--- config.mk ---
export PLATFORM = sky130hd
export DESIGN_NAME = if_id_buffer
export DESIGN_NICKNAME = d
export VERILOG_FILES = /design/src/rtl/if_id_buffer.sv
export SDC_FILE = /design/constraint.sdc
export NUM_CORES = 1
export LEC_CHECK = 0
export CAP_MARGIN = 20
export CORE_MARGIN = 1
export CORE_UTILIZATION = 53
export CTS_BUF_LIST = sky130_fd_sc_hd__clkbuf_4 sky130_fd_sc_hd__clkbuf_8
export DETAILED_ROUTE_END_ITERATION = 16
export PLACE_DENSITY = 0.88
export SKIP_CTS_REPAIR_TIMING = 1
export SLEW_MARGIN = 10
export SYNTH_ARGS = -nofsm -noshare
export SYNTH_HDL_FRONTEND = slang
export SYNTH_SLANG_ARGS = --single-unit
--- constraint.sdc ---
create_clock -name CLK -period 5.1 [get_ports CLK]
set_input_delay 0.765 -clock CLK [delete_from_list [all_inputs] [get_ports CLK]]
set_output_delay 0.765 -clock CLK [all_outputs]
set_load 0.005 [all_outputs]
--- src/rtl/if_id_buffer.sv ---
// if_id_buffer: 2-entry fetch-to-decode FIFO of {PC, INST} with stall and flush
module if_id_buffer #(
    parameter logic [31:0] NOP_INST = 32'h00000013
) (
    input  logic        CLK,
    input  logic        RESET,
    input  logic        IN_VALID,
    output logic        IN_READY,
    input  logic [31:0] IN_PC,
    input  logic [31:0] IN_INST,
    input  logic        STALL,
    input  logic        FLUSH,
    output logic        OUT_VALID,
    output logic [31:0] OUT_PC,
    output logic [31:0] OUT_PC4,
    output logic [31:0] OUT_INST,
    output logic [1:0]  OCCUPANCY
);
    logic [1:0][31:0] pc_q, pc_d, inst_q, inst_d;
    logic             wr_ptr_q, wr_ptr_d, rd_ptr_q, rd_ptr_d;
    logic [1:0]       occ_q, occ_d;
    logic             push, pop;

    assign IN_READY  = !occ_q[1];
    assign OUT_VALID = occ_q != 2'd0;
    assign OUT_PC    = OUT_VALID ? pc_q[rd_ptr_q] : 32'h0;
    assign OUT_INST  = OUT_VALID ? inst_q[rd_ptr_q] : NOP_INST;
    assign OUT_PC4   = OUT_PC + 32'd4;
    assign OCCUPANCY = occ_q;

    // Handshakes and next state; flush discards the offered push and overrides stall
    always_comb begin
        push   = IN_VALID && IN_READY && !FLUSH;
        pop    = OUT_VALID && !STALL && !FLUSH;
        pc_d   = pc_q;
        inst_d = inst_q;
        if (push) begin
            pc_d[wr_ptr_q]   = IN_PC;
            inst_d[wr_ptr_q] = IN_INST;
        end
        wr_ptr_d = FLUSH ? 1'b0 : wr_ptr_q ^ push;
        rd_ptr_d = FLUSH ? 1'b0 : rd_ptr_q ^ pop;
        occ_d    = FLUSH ? 2'd0 : occ_q + {1'b0, push} - {1'b0, pop};
    end

    // Pointers and occupancy; async reset empties the buffer immediately
    always_ff @(posedge CLK or posedge RESET) begin
        if (RESET) begin
            wr_ptr_q <= 1'b0;
            rd_ptr_q <= 1'b0;
            occ_q    <= 2'd0;
        end else begin
            wr_ptr_q <= wr_ptr_d;
            rd_ptr_q <= rd_ptr_d;
            occ_q    <= occ_d;
        end
    end

    // Entry storage is never cleared; occupancy gates its visibility
    always_ff @(posedge CLK) begin
        pc_q   <= pc_d;
        inst_q <= inst_d;
    end
endmodule

==> impl_metrics.tcl, run 1 <==
set metrics [dict create \
    run_status "finished clean" \
    io_buffers 168 \
    grt_overflow 0 \
    reg2reg_depth 7 \
    die-area_sq_mm 0.0116 \
    max_slew_margin_pct 43.7 \
    critical_path_arrival_ns 3.74 \
    grt_first_pass_wirelength_mm 19.8 \
    antenna_found_initial 0 \
    fin_cells 742 \
    cts_max_level 4 \
    place_congestion 0.879 \
    clockRootBuffer "clkbuf_8" \
    critPathCaptureType "primary output" \
    cts.sinks 132 \
    clk_path_buf_depth 2 \
    postRouteAntennaNets 0 \
    finalSetupTns_ns 0 \
    fmax_mhz 222 \
    syn_area_per_cell_sq_um 14.2 \
    grt_use_total_pct 23.2 \
    worstMarginPinSlew_ns 0.844 \
    cap_violations 0 \
    first_global_vias 4077 \
    crit_type "reg2out" \
    synth.area.top_cells "edfxtp_1 (65%), mux2i_1 (11%), nor2_1 (4.3%)" \
    p_leak_nw 2.78 \
    drt_iter0_drc 188 \
    cp.required_ns 4.34 \
    synth_seq_cells 132 \
    tritoncts "done" \
    reg2reg_slack_ns 3.00 \
    grt_max_degree 62 \
    period_needed_ns 4.50 \
    rows 38 \
    fin_crit_sh_pct 88.3 \
    die_h_um 108 \
    dp_hpwl_mm 9.35 \
    p_clk_share_pct 29.7 \
    yosysUniqueCellTypes 37 \
    start_util_pct 54.6 \
    drt_first_pass_iters 4 \
    peakVddDrop_v 0.000255 \
    final_cell_mix "clkdlybuf4s50_1 (168), edfxtp_1 (128), nor2_1 (67), mux2i_1 (63), xor2_1 (24)" \
    area_delta_synth_final_pct 37.4 \
    p_comb_share_pct 28.0 \
    ys_warn_count 0 \
    core_sq_mm 0.0109 \
    setup_viol 0 \
    swShare_pct 27.0 \
    synth_top_cell_area_share_pct 64.7 \
    vias 3985 \
    mostFrequentLayoutCell "clkdlybuf4s50_1" \
    die_w_um 108 \
    r2r_start "OCCUPANCY[1]" \
    wl_per_cell_um 17.6 \
    slew_violations 0 \
    crit_start "OCCUPANCY[1]" \
    syn-instance-count 417 \
    numCtsBuffers 17 \
    critPathLaunchType "flop" \
    viasPerCell 5.37 \
    drt_wl_total_mm 13.0 \
    p_int_w 0.00227 \
    power_density_mw_per_mm2 382 \
    final_nets 664 \
    hp-class "in2async" \
    seqPwrFrac_pct 42.3 \
    rsz0062_at_grt "false" \
    ioPinCount 169 \
    synth_area_sq_mm 0.00594 \
    placedCellCount 711 \
    r2r-end "OCCUPANCY[1]" \
    drive_above_1_share_pct 9.97 \
    fillers 707 \
    seq_area_frac_synth_pct 66.4 \
    cp-endpoint "OUT_PC4[8]" \
    clk_latency_ns 0.42 \
    clock_skew_ns 0.0110 \
    antenna_cells 0 \
    crit_path_max_fanout 36 \
    syn-num-nets 491 \
    drc_errors 0 \
    hold_viol_final 0 \
    yosys.area.top_type "edfxtp_1" \
    p_switching_w 0.000843 \
    clk_pin_slew_worst_paths_ns 0.07 \
    total_power_w 0.00312 \
]
-- final cells by class --
class | count | area (sq um) | area share (%)
well taps | 140 | 175 | 2.15
clock buffers | 18 | 241 | 2.96
flip-flops and latches | 132 | 3950 | 48.4
inverters | 9 | 33.8 | 0.414
clock inverters | 13 | 185 | 2.27
multi-input cells | 256 | 1850 | 22.7
repair buffers | 174 | 1730 | 21.2
-- metrics by stage --
stage | setup slack, ns | utilization [%] | instance area (sq um) | hold WS, ns
after CTS | 0.552 | 74.9 | 8160 | 0.508
after global routing | 0.311 | 74.9 | 8160 | 0.528
after global placement | 1.17 | 71.0 | 7730 | 0.635
after floorplan | 1.71 | - | 5940 | 0.531
after detailed placement | 1.04 | 71.0 | 7730 | 0.644
final | 0.597 | 74.9 | 8160 | 0.531
-- state kept, by name, summed over array words and instances, names as in the netlist --
signal	flops
inst_q	64
OCCUPANCY	2
wr_ptr_q	1
pc_q	64
rd_ptr_q	1
-- synth_stat cells, drive strengths merged --
cell / count
a211oi: 4
a21oi: 2
a22oi: 1
and3: 1
buf: 17
clkbuf: 3
clkinv: 1
dfrtp: 4
edfxtp: 128
ha: 5
inv: 8
mux2: 1
mux2i: 63
nand2: 23
nand3: 14
nand3b: 6
nand4: 7
nor2: 69
nor2b: 1
nor3: 14
nor3b: 1
nor4: 6
nor4b: 1
o21ai: 6
or3: 1
xnor2: 6
xor2: 24
-- critical path: stages, from the launching register on --
cell	delay (ns)
dfrtp_1	0.46
nor2_4	0.67
clkinv_1	0.49
nand2_1	0.20
inv_1	0.08
ha_1	0.23
nor3b_2	0.20
and3_1	0.24
xor2_1	0.19
clkdlybuf4s50_1	0.56
-- power by group through the flow --
stage | registers (W) | logic, W | clock network (W)
after floorplan | 0.00130 | 0.000425 | 0
after global placement | 0.00133 | 0.000856 | 0
after detailed placement | 0.00134 | 0.000871 | 0
after CTS | 0.00132 | 0.000879 | 0.000945
after global routing | 0.00132 | 0.000940 | 0.000983
final | 0.00132 | 0.000873 | 0.000926
-- logic make-up (layout without fill, tap and decap cells) --
kind of cell	Yosys count	after routing	share of synthesized area, %
fa+ha+maj	5	5	1.05
simple gates	144	144	12.8
buf+inv	29	214	2.68
mux	64	64	10.8
compound gates	13	13	1.85
xor+xnor	30	30	4.42
flops	132	132	66.4
-- metal layers --
| layer | global-route usage, % | vias to the layer above | routed length (um) |
|---|---|---|---|
| met5 | 0 | - | 0 |
| met4 | 9.49 | 0 | 255 |
| met3 | 6.90 | 25 | 1020 |
| met2 | 38.8 | 194 | 6480 |
| met1 | 27.9 | 1894 | 5270 |
| li1 | - | 1872 | - |
-- worst min path at each step --
stage / depth (start not counted) / slack (ns) / to / from
final: 2 / 0.53 / rd_ptr_q / RESET
after CTS: 2 / 0.51 / rd_ptr_q / RESET
after global placement: 3 / 0.63 / wr_ptr_q / wr_ptr_q
after detailed placement: 3 / 0.64 / wr_ptr_q / wr_ptr_q
after floorplan: 1 / 0.53 / OCCUPANCY[0] / RESET
after global routing: 2 / 0.53 / rd_ptr_q / RESET
No activity file was read; power rests on OpenSTA's default activity.
==> run 2, diff against run 1 <==
--- a/config.mk
+++ b/config.mk
@@ -10,6 +10,7 @@
 export CORE_UTILIZATION = 53
 export CTS_BUF_LIST = sky130_fd_sc_hd__clkbuf_4 sky130_fd_sc_hd__clkbuf_8
 export DETAILED_ROUTE_END_ITERATION = 16
+export HOLD_SLACK_MARGIN = 0.06
 export PLACE_DENSITY = 0.88
 export SKIP_CTS_REPAIR_TIMING = 1
 export SLEW_MARGIN = 10
==> results of run 2 <==
Final layout, timing and power as in run 1 (identical DEF).
==> run 3, diff against run 2 <==
--- a/config.mk
+++ b/config.mk
@@ -5,13 +5,14 @@
 export SDC_FILE = /design/constraint.sdc
 export NUM_CORES = 1
 export LEC_CHECK = 0
+export ABC_AREA = 1
 export CAP_MARGIN = 20
 export CORE_MARGIN = 1
-export CORE_UTILIZATION = 53
+export CORE_UTILIZATION = 54
 export CTS_BUF_LIST = sky130_fd_sc_hd__clkbuf_4 sky130_fd_sc_hd__clkbuf_8
 export DETAILED_ROUTE_END_ITERATION = 16
 export HOLD_SLACK_MARGIN = 0.06
-export PLACE_DENSITY = 0.88
+export PLACE_DENSITY = 0.89
 export SKIP_CTS_REPAIR_TIMING = 1
 export SLEW_MARGIN = 10
 export SYNTH_ARGS = -nofsm -noshare
==> run 3 against run 2 <==
Combinational power rose by 12%. Global-route usage rose by 3.9 points. Register-to-register slack worse by 0.40 ns. Count of clock-buffer cells in the layout grew 3. Clock power decreased by 5.8%. Die area about the same. Worst hold slack lost 0.013 ns.
==> impl_metrics.tcl, run 3 <==
set metrics [dict create \
    die_w_um 108 \
    drt_first_pass_iters 5 \
    slew_violations 0 \
    yosysMostFrequentCell "nand2_1" \
    cpPeakStageDelay_ns 0.55 \
    hp-class "in2async" \
    p_leak_nw 3.23 \
    drt_wl_total_mm 15.1 \
    core_sq_mm 0.0109 \
    grtUsageMet3_pct 7.26 \
    start_util_pct 55.6 \
    clk_latency_ns 0.44 \
    period_needed_ns 4.16 \
    grtUsageMet2_pct 47.2 \
    viasPerCell 5.21 \
    antenna_cells 0 \
    cpLargestDelayFamily "buffers and inverters" \
    synth-edff-count 128 \
    run_status "finished clean" \
    synth_area_sq_mm 0.00605 \
    die_h_um 108 \
    final_cell_mix "nand2_1 (246), clkdlybuf4s50_1 (168), edfxtp_1 (128), nor2_1 (47)" \
    grt_overflow 0 \
    syn-num-nets 683 \
    worstMarginPinSlew_ns 0.987 \
    numCtsBuffers 17 \
    critical_path.cell_chain "buf_4 > or2_2 > nand2_1 > inv_1 > ha_1 > inv_1 > nor2_2 > inv_2 > nor2_4 > nand3_1 > nand2_1 > clkdlybuf4s50_1" \
    critPathLaunchType "flop" \
    wl_per_cell_um 16.2 \
    power_density_mw_per_mm2 381 \
    io_buffers 168 \
    clk_pin_slew_worst_paths_ns 0.07 \
    ys_dominant_reg_cell "edfxtp_1" \
    met1_usage_pct 31.8 \
    peakVddDrop_v 0.000295 \
    setup_slack_ns 0.944 \
    grt_max_degree 67 \
    fin_crit_sh_pct 81.5 \
    clockRootBuffer "clkbuf_8" \
    cap_violations 0 \
    rows 38 \
    ioPinCount 169 \
    synth_seq_cells 132 \
    clk_path_buf_depth 2 \
    critPathBufInv 5 \
    finalSetupTns_ns 0 \
    mostFrequentLayoutCell "nand2_1" \
    final_nets 852 \
    hold_viol_final 0 \
    drt_iter0_drc 331 \
    crit_type "reg2out" \
    setup_viol 0 \
    critical_path_arrival_ns 3.39 \
    vias 4842 \
    area_delta_synth_final_pct 35.7 \
    antenna_found_initial 0 \
    grt.busiest_layer "met2" \
    seq_area_frac_synth_pct 65.2 \
    post-route-util_pct 75.4 \
    syn-instance-count 609 \
    die-area_sq_mm 0.0116 \
    grt_use_total_pct 27.1 \
    cts_max_level 4 \
    postRouteAntennaNets 0 \
    dp_hpwl_mm 10.6 \
    grt_first_pass_wirelength_mm 23.6 \
    syn_area_per_cell_sq_um 9.93 \
    ys_warn_count 0 \
    reg2reg_slack_ns 2.60 \
    cts.sinks 132 \
    fmax_mhz 241 \
    synthArstFlopShare_pct 3.03 \
    rsz0062_at_grt "false" \
    place_congestion 0.931 \
    worstSetupPathDepth 12 \
    crit_path_max_fanout 66 \
    synth.area.top_cells "edfxtp_1 (64%), nand2_1 (15%), nand3_1 (3.7%)" \
    yosys.area.top_type "edfxtp_1" \
    drive_above_1_share_pct 6.84 \
    place_ws_ns 1.39 \
    tritoncts "done" \
    drc_errors 0 \
    synthTopCellsByCount "nand2_1 (246), edfxtp_1 (128), nor2_1 (47)" \
    first_global_vias 4813 \
    synth_top_cell_area_share_pct 63.5 \
    critPathSlowestCell "buf_4" \
    critPathCaptureType "primary output" \
    max_slew_margin_pct 34.2 \
    cp.required_ns 4.34 \
    clock_skew_ns 0.0165 \
    yosysUniqueCellTypes 20 \
    reg2reg_depth 5 \
]
==> run 3: cell count changes in the layout (fill, tap and decap cells not counted), sizes merged, moves of 5 or more <==
cell and change:
nand2 +224, mux2i -63, inv +40, a21oi +31, nand3 +31, nor2 -13, nor3 -12, xor2 -9
nand4 -7, nand3b -6, nor4 -6, o21ai -6, xnor2 -5
==> run 3: final timing paths <==
check / startpoint / to
max in group asynchronous: RESET / rd_ptr_q
worst max-delay path: rd_ptr_q / OUT_PC4[26]
worst min register to register: wr_ptr_q / wr_ptr_q
worst min-delay path: RESET / OCCUPANCY[0]
worst max register to register: OCCUPANCY[1] / pc_q[59]
min in group CLK: wr_ptr_q / wr_ptr_q
==> run 3: cell type report <==
cell class,instances,area [sq um]
sequential,132,3950
fill,733,2680
multi-input combinational,405,1790
timing repair buffer,174,1730
clock buffer,21,264
inverter,48,180
tap,140,175
clock inverter,10,134
==> run 3: cells by family after synthesis <==
logic type / synth area share (%)
DFF: 65.2
and+or+nand+nor: 23.4
buffers and inverters: 5.36
adders and majority gates: 1.03
xor gates and xnor gates: 2.32
AOI/OAI and AO/OA: 2.73
==> run 3: through the flow <==
| step | instance area [sq um] | power [W] | hold WS [ns] | cells |
|---|---|---|---|---|
| floorplan | 6050 | 0.00175 | 0.531 | 609 |
| global placement | 7810 | 0.00224 | 0.636 | 899 |
| detailed placement | 7810 | 0.00227 | 0.668 | 899 |
| CTS | 8210 | 0.00314 | 0.504 | 930 |
| global route | 8210 | 0.00327 | 0.568 | 930 |
| finish | 8210 | 0.00313 | 0.518 | 930 |
==> run 3: report_power, final <==
part	internal (W)	total [W]	switching (W)
Combinational	0.000465	0.000974	0.000509
Clock	0.000499	0.000872	0.000373
Sequential	0.00126	0.00128	0.0000183
==> run 3: worst register-to-register path, stage by stage, from the launching register on <==
cell     delay [ns]
dfrtp_1        0.43
inv_1          0.11
nand3_1        0.14
inv_1          0.13
ha_2           0.85
buf_4          0.50
==> run 3: layer usage <==
| layer | wire, um | share of wire, % |
|---|---|---|
| met2 | 7540 | 50 |
| met1 | 5850 | 39 |
| met3 | 1450 | 9.6 |
| met4 | 240 | 1.6 |
| met5 | 0 | 0 |
==> RTL edit 1: new RTL, flow settings as in run 2 <==
Make the reset (`RESET`) synchronous in one clocked block. Comments in the files are not updated.
--- a/src/rtl/if_id_buffer.sv
+++ b/src/rtl/if_id_buffer.sv
@@ -45,5 +45,5 @@
 
     // Pointers and occupancy; async reset empties the buffer immediately
-    always_ff @(posedge CLK or posedge RESET) begin
+    always_ff @(posedge CLK) begin
         if (RESET) begin
             wr_ptr_q <= 1'b0;
Formal check against the unedited RTL: differs if RESET is asserted again (counterexample within 4 cycles, from zero or initial values and one cycle with RESET high); with RESET held inactive, the same outputs for 4 cycles.
==> RTL edit 1 against run 2 <==
  * Area after synthesis fell by 1.6%
  * Die area decreased by 1.6%
  * Cell area decreased by 0.71%
  * Routed wire length grew 3.3%
  * Critical path depth increased by 1
  * Sequential share of layout area up 0.097 points
  * Setup slack worse by 0.26 ns
  * Clock skew is 0.0014 ns lower
  * Non-clock buffer count shrank 1
  * Sequential cell count unchanged
Power is not compared: it rests on default switching activity, and its combinational part moved more than twofold at a synthesized area within 25%.
==> RTL edit 1: results (changes against run 2) <==
outcome: finished clean
worst skew pair latency: 0.44 ns (+0.02 ns)
Layout Utilization: 77.09% (+2.2 points)
hold crit path type: reg2reg
Routed WL: 13460 um (+3.3%)
fillers: 623 (-12%)
DP Worst Slack: 0.8421 ns (-0.1944 ns)
Port Buffers: 168 (unchanged)
Total GRT Usage: 24.11% (+0.93 points)
met3 Use GR: 7.599% (+0.70 points)
Critical Path End: OUT_PC4[16]
synth unique cells: 34 (-8.1%)
layout cells sized above 1: 9.370% (-0.60 points)
Post-Route M1 WL: 5446 um (+3.4%)
vias in the first global route: 3993 (-2.1%)
Reg-to-Reg Start: OCCUPANCY[1]$_SDFF_PP0_
Max FO, Critical Path: 54 (+50%)
top cells by area, synth: edfxtp_1 (66%), mux2i_1 (11%), nor2_1 (4.1%)
CP max stage cell: dfxtp_4
Slew headroom: 45.47% (+1.8 points)
GP Congestion: 0.9148 (+4.1%)
r2r setup slk: 2.73 ns (-0.27 ns)
hpwl dp: 9418 um (+0.70%)
WL met2: 6770 um (+4.5%)
met2 usage: 40.09% (+1.3 points)
clock skew: 0.009559 ns (-0.001396 ns)
R2R cell count: 4 (-3)
CP peak stage delay: 0.89 ns (+0.22 ns)
part of the cycle the worst path needs: 93.35% (+5.1 points)
Worst Setup SP: rd_ptr_q$_SDFF_PP0_
pin count of the biggest net entering global routing: 55 (-11%)
DP Area: 7602 um^2 (-1.7%)
Non-Filler Instances: 723 (-2.6%)
Syn Nets: 475 (-3.3%)
NumNets Final: 648 (-2.4%)
FF-to-FF End: pc_q[52]$_DFFE_PP_
ys async rst share: 0% (-3.0 points)
Critical Path AT: 4.00 ns (+0.26 ns)
WL met3: 1091 um (+6.8%)
DR iter-0 viols: 239 (+27%)
global-route wire length before repair: 20190 um (+2.0%)
M1 GR Usage: 29.61% (+1.7 points)
Hold Worst Slack: 0.6240 ns (+0.09264 ns)
[RTL edit 1: logic make-up after synthesis]
| group | after synthesis | share of synthesized area (%) |
|---|---|---|
| AND/OR/NAND/NOR | 130 | 11.24 |
| AO/OA/AOI/OAI | 10 | 1.627 |
| XOR/XNOR | 31 | 4.645 |
| adder cells (fa/ha/maj) | 5 | 1.070 |
| buffers and inverters | 28 | 3.125 |
| multiplexers | 65 | 11.17 |
| flip-flops | 132 | 67.12 |
[RTL edit 1: layout make-up]
class                      count  area share (%)
sequential                   132           48.48
multi-input combinational    241           21.62
timing repair buffer         173           21.22
clock inverter                14           3.181
clock buffer                  18           2.981
tap                          136           2.100
inverter                       9          0.4170
[RTL edit 1: critical path: cells and delay by family (launching register included)]
family	cells	cell delay, ns
compound gates	2	0.69
flops	1	0.89
mux	1	0.29
buf+inv	2	0.60
fa+ha+maj	1	0.23
xor+xnor	1	0.17
simple gates	3	0.67
==> RTL edit 2: new RTL, settings of run 2 <==
Without the edit above. The parameter `NOP_INST` goes from 32'h00000013 to 32'h00000010.
--- a/src/rtl/if_id_buffer.sv
+++ b/src/rtl/if_id_buffer.sv
@@ -1,5 +1,5 @@
 // if_id_buffer: 2-entry fetch-to-decode FIFO of {PC, INST} with stall and flush
 module if_id_buffer #(
-    parameter logic [31:0] NOP_INST = 32'h00000013
+    parameter logic [31:0] NOP_INST = 32'h00000010
 ) (
     input  logic        CLK,
Formal check against the unedited RTL: not equivalent (a bounded check fails within 4 cycles, from zero or initial values and one cycle with RESET high).
==> RTL edit 2 against run 2 <==
  * Core utilization down 0.25 points
  * Sequential cell count is the same
  * Cell area down 0.34%
  * Total power is 0.44% lower
  * Area after synthesis is 0.23% higher
  * Setup slack gained 0.073 ns
  * Clock power decreased by 1%
  * Routed wire length fell by 0.13%
  * Critical endpoint is now OUT_PC4[24]
==> RTL edit 2: results (changes against run 2) <==
r2r setup slk: 2.71 ns (-0.29 ns)
layout cells sized above 1: 9.817% (-0.15 points)
Max FO, Critical Path: 60 (+67%)
GP Congestion: 0.9016 (+2.6%)
CTS buffer count: 17 (unchanged)
via/cell ratio: 5.437 (+1.2%)
Clock Tree Root: clkbuf_8
via count: 4029 (+1.1%)
DP Worst Slack: 1.090 ns (+0.05375 ns)
Antenna Cells: 0 (unchanged)
sequential area share after synthesis: 66.25% (-0.15 points)
pin count of the biggest net entering global routing: 77 (+24%)
Reg-to-Reg Start: OCCUPANCY[1]$_DFF_PP0_
CP Launch Type: flip-flop
ys async rst share: 3.030% (unchanged)
met3 Use GR: 8.680% (+1.8 points)
vias in the first global route: 4087 (+0.25%)
NumNets Final: 662 (-0.30%)
Worst-path clk slew: 0.07 ns (about the same)
M1 GR Usage: 26.56% (-1.3 points)
placed cells: 709 (-0.28%)
synth unique cells: 37 (unchanged)
DR iter-0 viols: 212 (+13%)
Area growth, synth to finish: 36.59%
clock tree buffer depth: 2 (unchanged)
Critical Path End: OUT_PC4[24]
FF-to-FF End: inst_q[7]$_DFFE_PP_
top cells by area, synth: edfxtp_1 (65%), mux2i_1 (11%), nor2_1 (4.4%)
hpwl dp: 9316 um (-0.39%)
Routed WL: 13010 um (-0.13%)
Total GRT Usage: 23.22% (+0.050 points)
Syn Nets: 491 (unchanged)
Critical Path AT: 3.66 ns (-0.08 ns)
outcome: finished clean
R2R cell count: 5 (-2)
antenna violations before repair: 0 (unchanged)
met2 usage: 40.13% (+1.3 points)
cell leakage power: 2.778 nW (-0.17%)
Slew headroom: 37.05% (-6.7 points)
Worst Setup SP: rd_ptr_q$_DFF_PP0_
Port Buffers: 168 (unchanged)
worst skew pair latency: 0.42 ns (about the same)
VDD IR-drop max: 0.2594 mV (+1.5%)
synth cell count leaders: edfxtp_1 (128), nor2_1 (69), mux2i_1 (63)
Pre-antenna DRT Iters: 5 (+1)
clock skew: 0.005462 ns (-0.005492 ns)
global-route wire length before repair: 19880 um (+0.41%)
==> RTL edit 2: cell types whose count changed after synthesis, sizes merged <==
| cell | change |
|---|---|
| nor2 | +2 |
| buf | +3 |
| clkbuf | -3 |
| nand2 | -2 |
| inv | +1 |
| clkinv | -1 |
==> RTL edit 2: cell families (layout without fill, tap and decap cells) <==
kind of cell	Yosys count	count (layout)	share of synthesized area (%)
flops	132	132	66.25
xor+xnor	30	30	4.414
simple gates	144	144	12.65
compound gates	13	13	1.849
fa+ha+maj	5	5	1.051
mux	64	64	10.78
buf+inv	29	213	3.005
==> RTL edit 2: area by class of cell <==
type	instances	area, um^2
clock buffer	17	234.0
fill	694	2756
multi-input combinational	256	1841
inverter	9	33.78
tap	140	175.2
clock inverter	15	188.9
timing repair buffer	172	1712
sequential	132	3948
==> RTL edit 2: stage by stage <==
stage	utilization (%)	cell area (um^2)
4_1_cts	74.68	8132
5_1_grt	74.68	8132
3_3_place_gp	70.80	7709
2_1_floorplan	-	5953
6_report	74.68	8132
3_5_place_dp	70.80	7709
==> RTL edit 2: power by group <==
| part | switching, mW | total [mW] | internal, mW |
|---|---|---|---|
| sequential | 0.0562 | 1.32 | 1.26 |
| combinational | 0.392 | 0.871 | 0.479 |
| clock | 0.389 | 0.915 | 0.527 |
| total | 0.837 | 3.10 | 2.27 |
==> RTL edit 2: worst min-delay path by stage <==
stage                       startpoint                      to  slack [ns]
floorplan                        RESET  OCCUPANCY[0]$_DFF_PP0_        0.53
global placement    wr_ptr_q$_DFF_PP0_      wr_ptr_q$_DFF_PP0_        0.63
detailed placement  wr_ptr_q$_DFF_PP0_      wr_ptr_q$_DFF_PP0_        0.68
CTS                              RESET      rd_ptr_q$_DFF_PP0_        0.51
global route                     RESET      rd_ptr_q$_DFF_PP0_        0.52
finish                           RESET      rd_ptr_q$_DFF_PP0_        0.53
==> RTL edit 2: critical path: stages, from the launching register on <==
cell	delay [ns]
dfrtp_4	0.96
mux2_2	0.29
nand2_1	0.08
inv_1	0.09
ha_1	0.18
nor3b_2	0.38
nand4_4	0.27
nor3_1	0.29
xor2_1	0.18
clkdlybuf4s50_1	0.52
==> RTL edit 2: layer usage <==
metal,routed length (um),vias to the layer above
li1,-,1862
met1,4987,1955
met2,6657,193
met3,1158,19
met4,210,0
met5,0,-
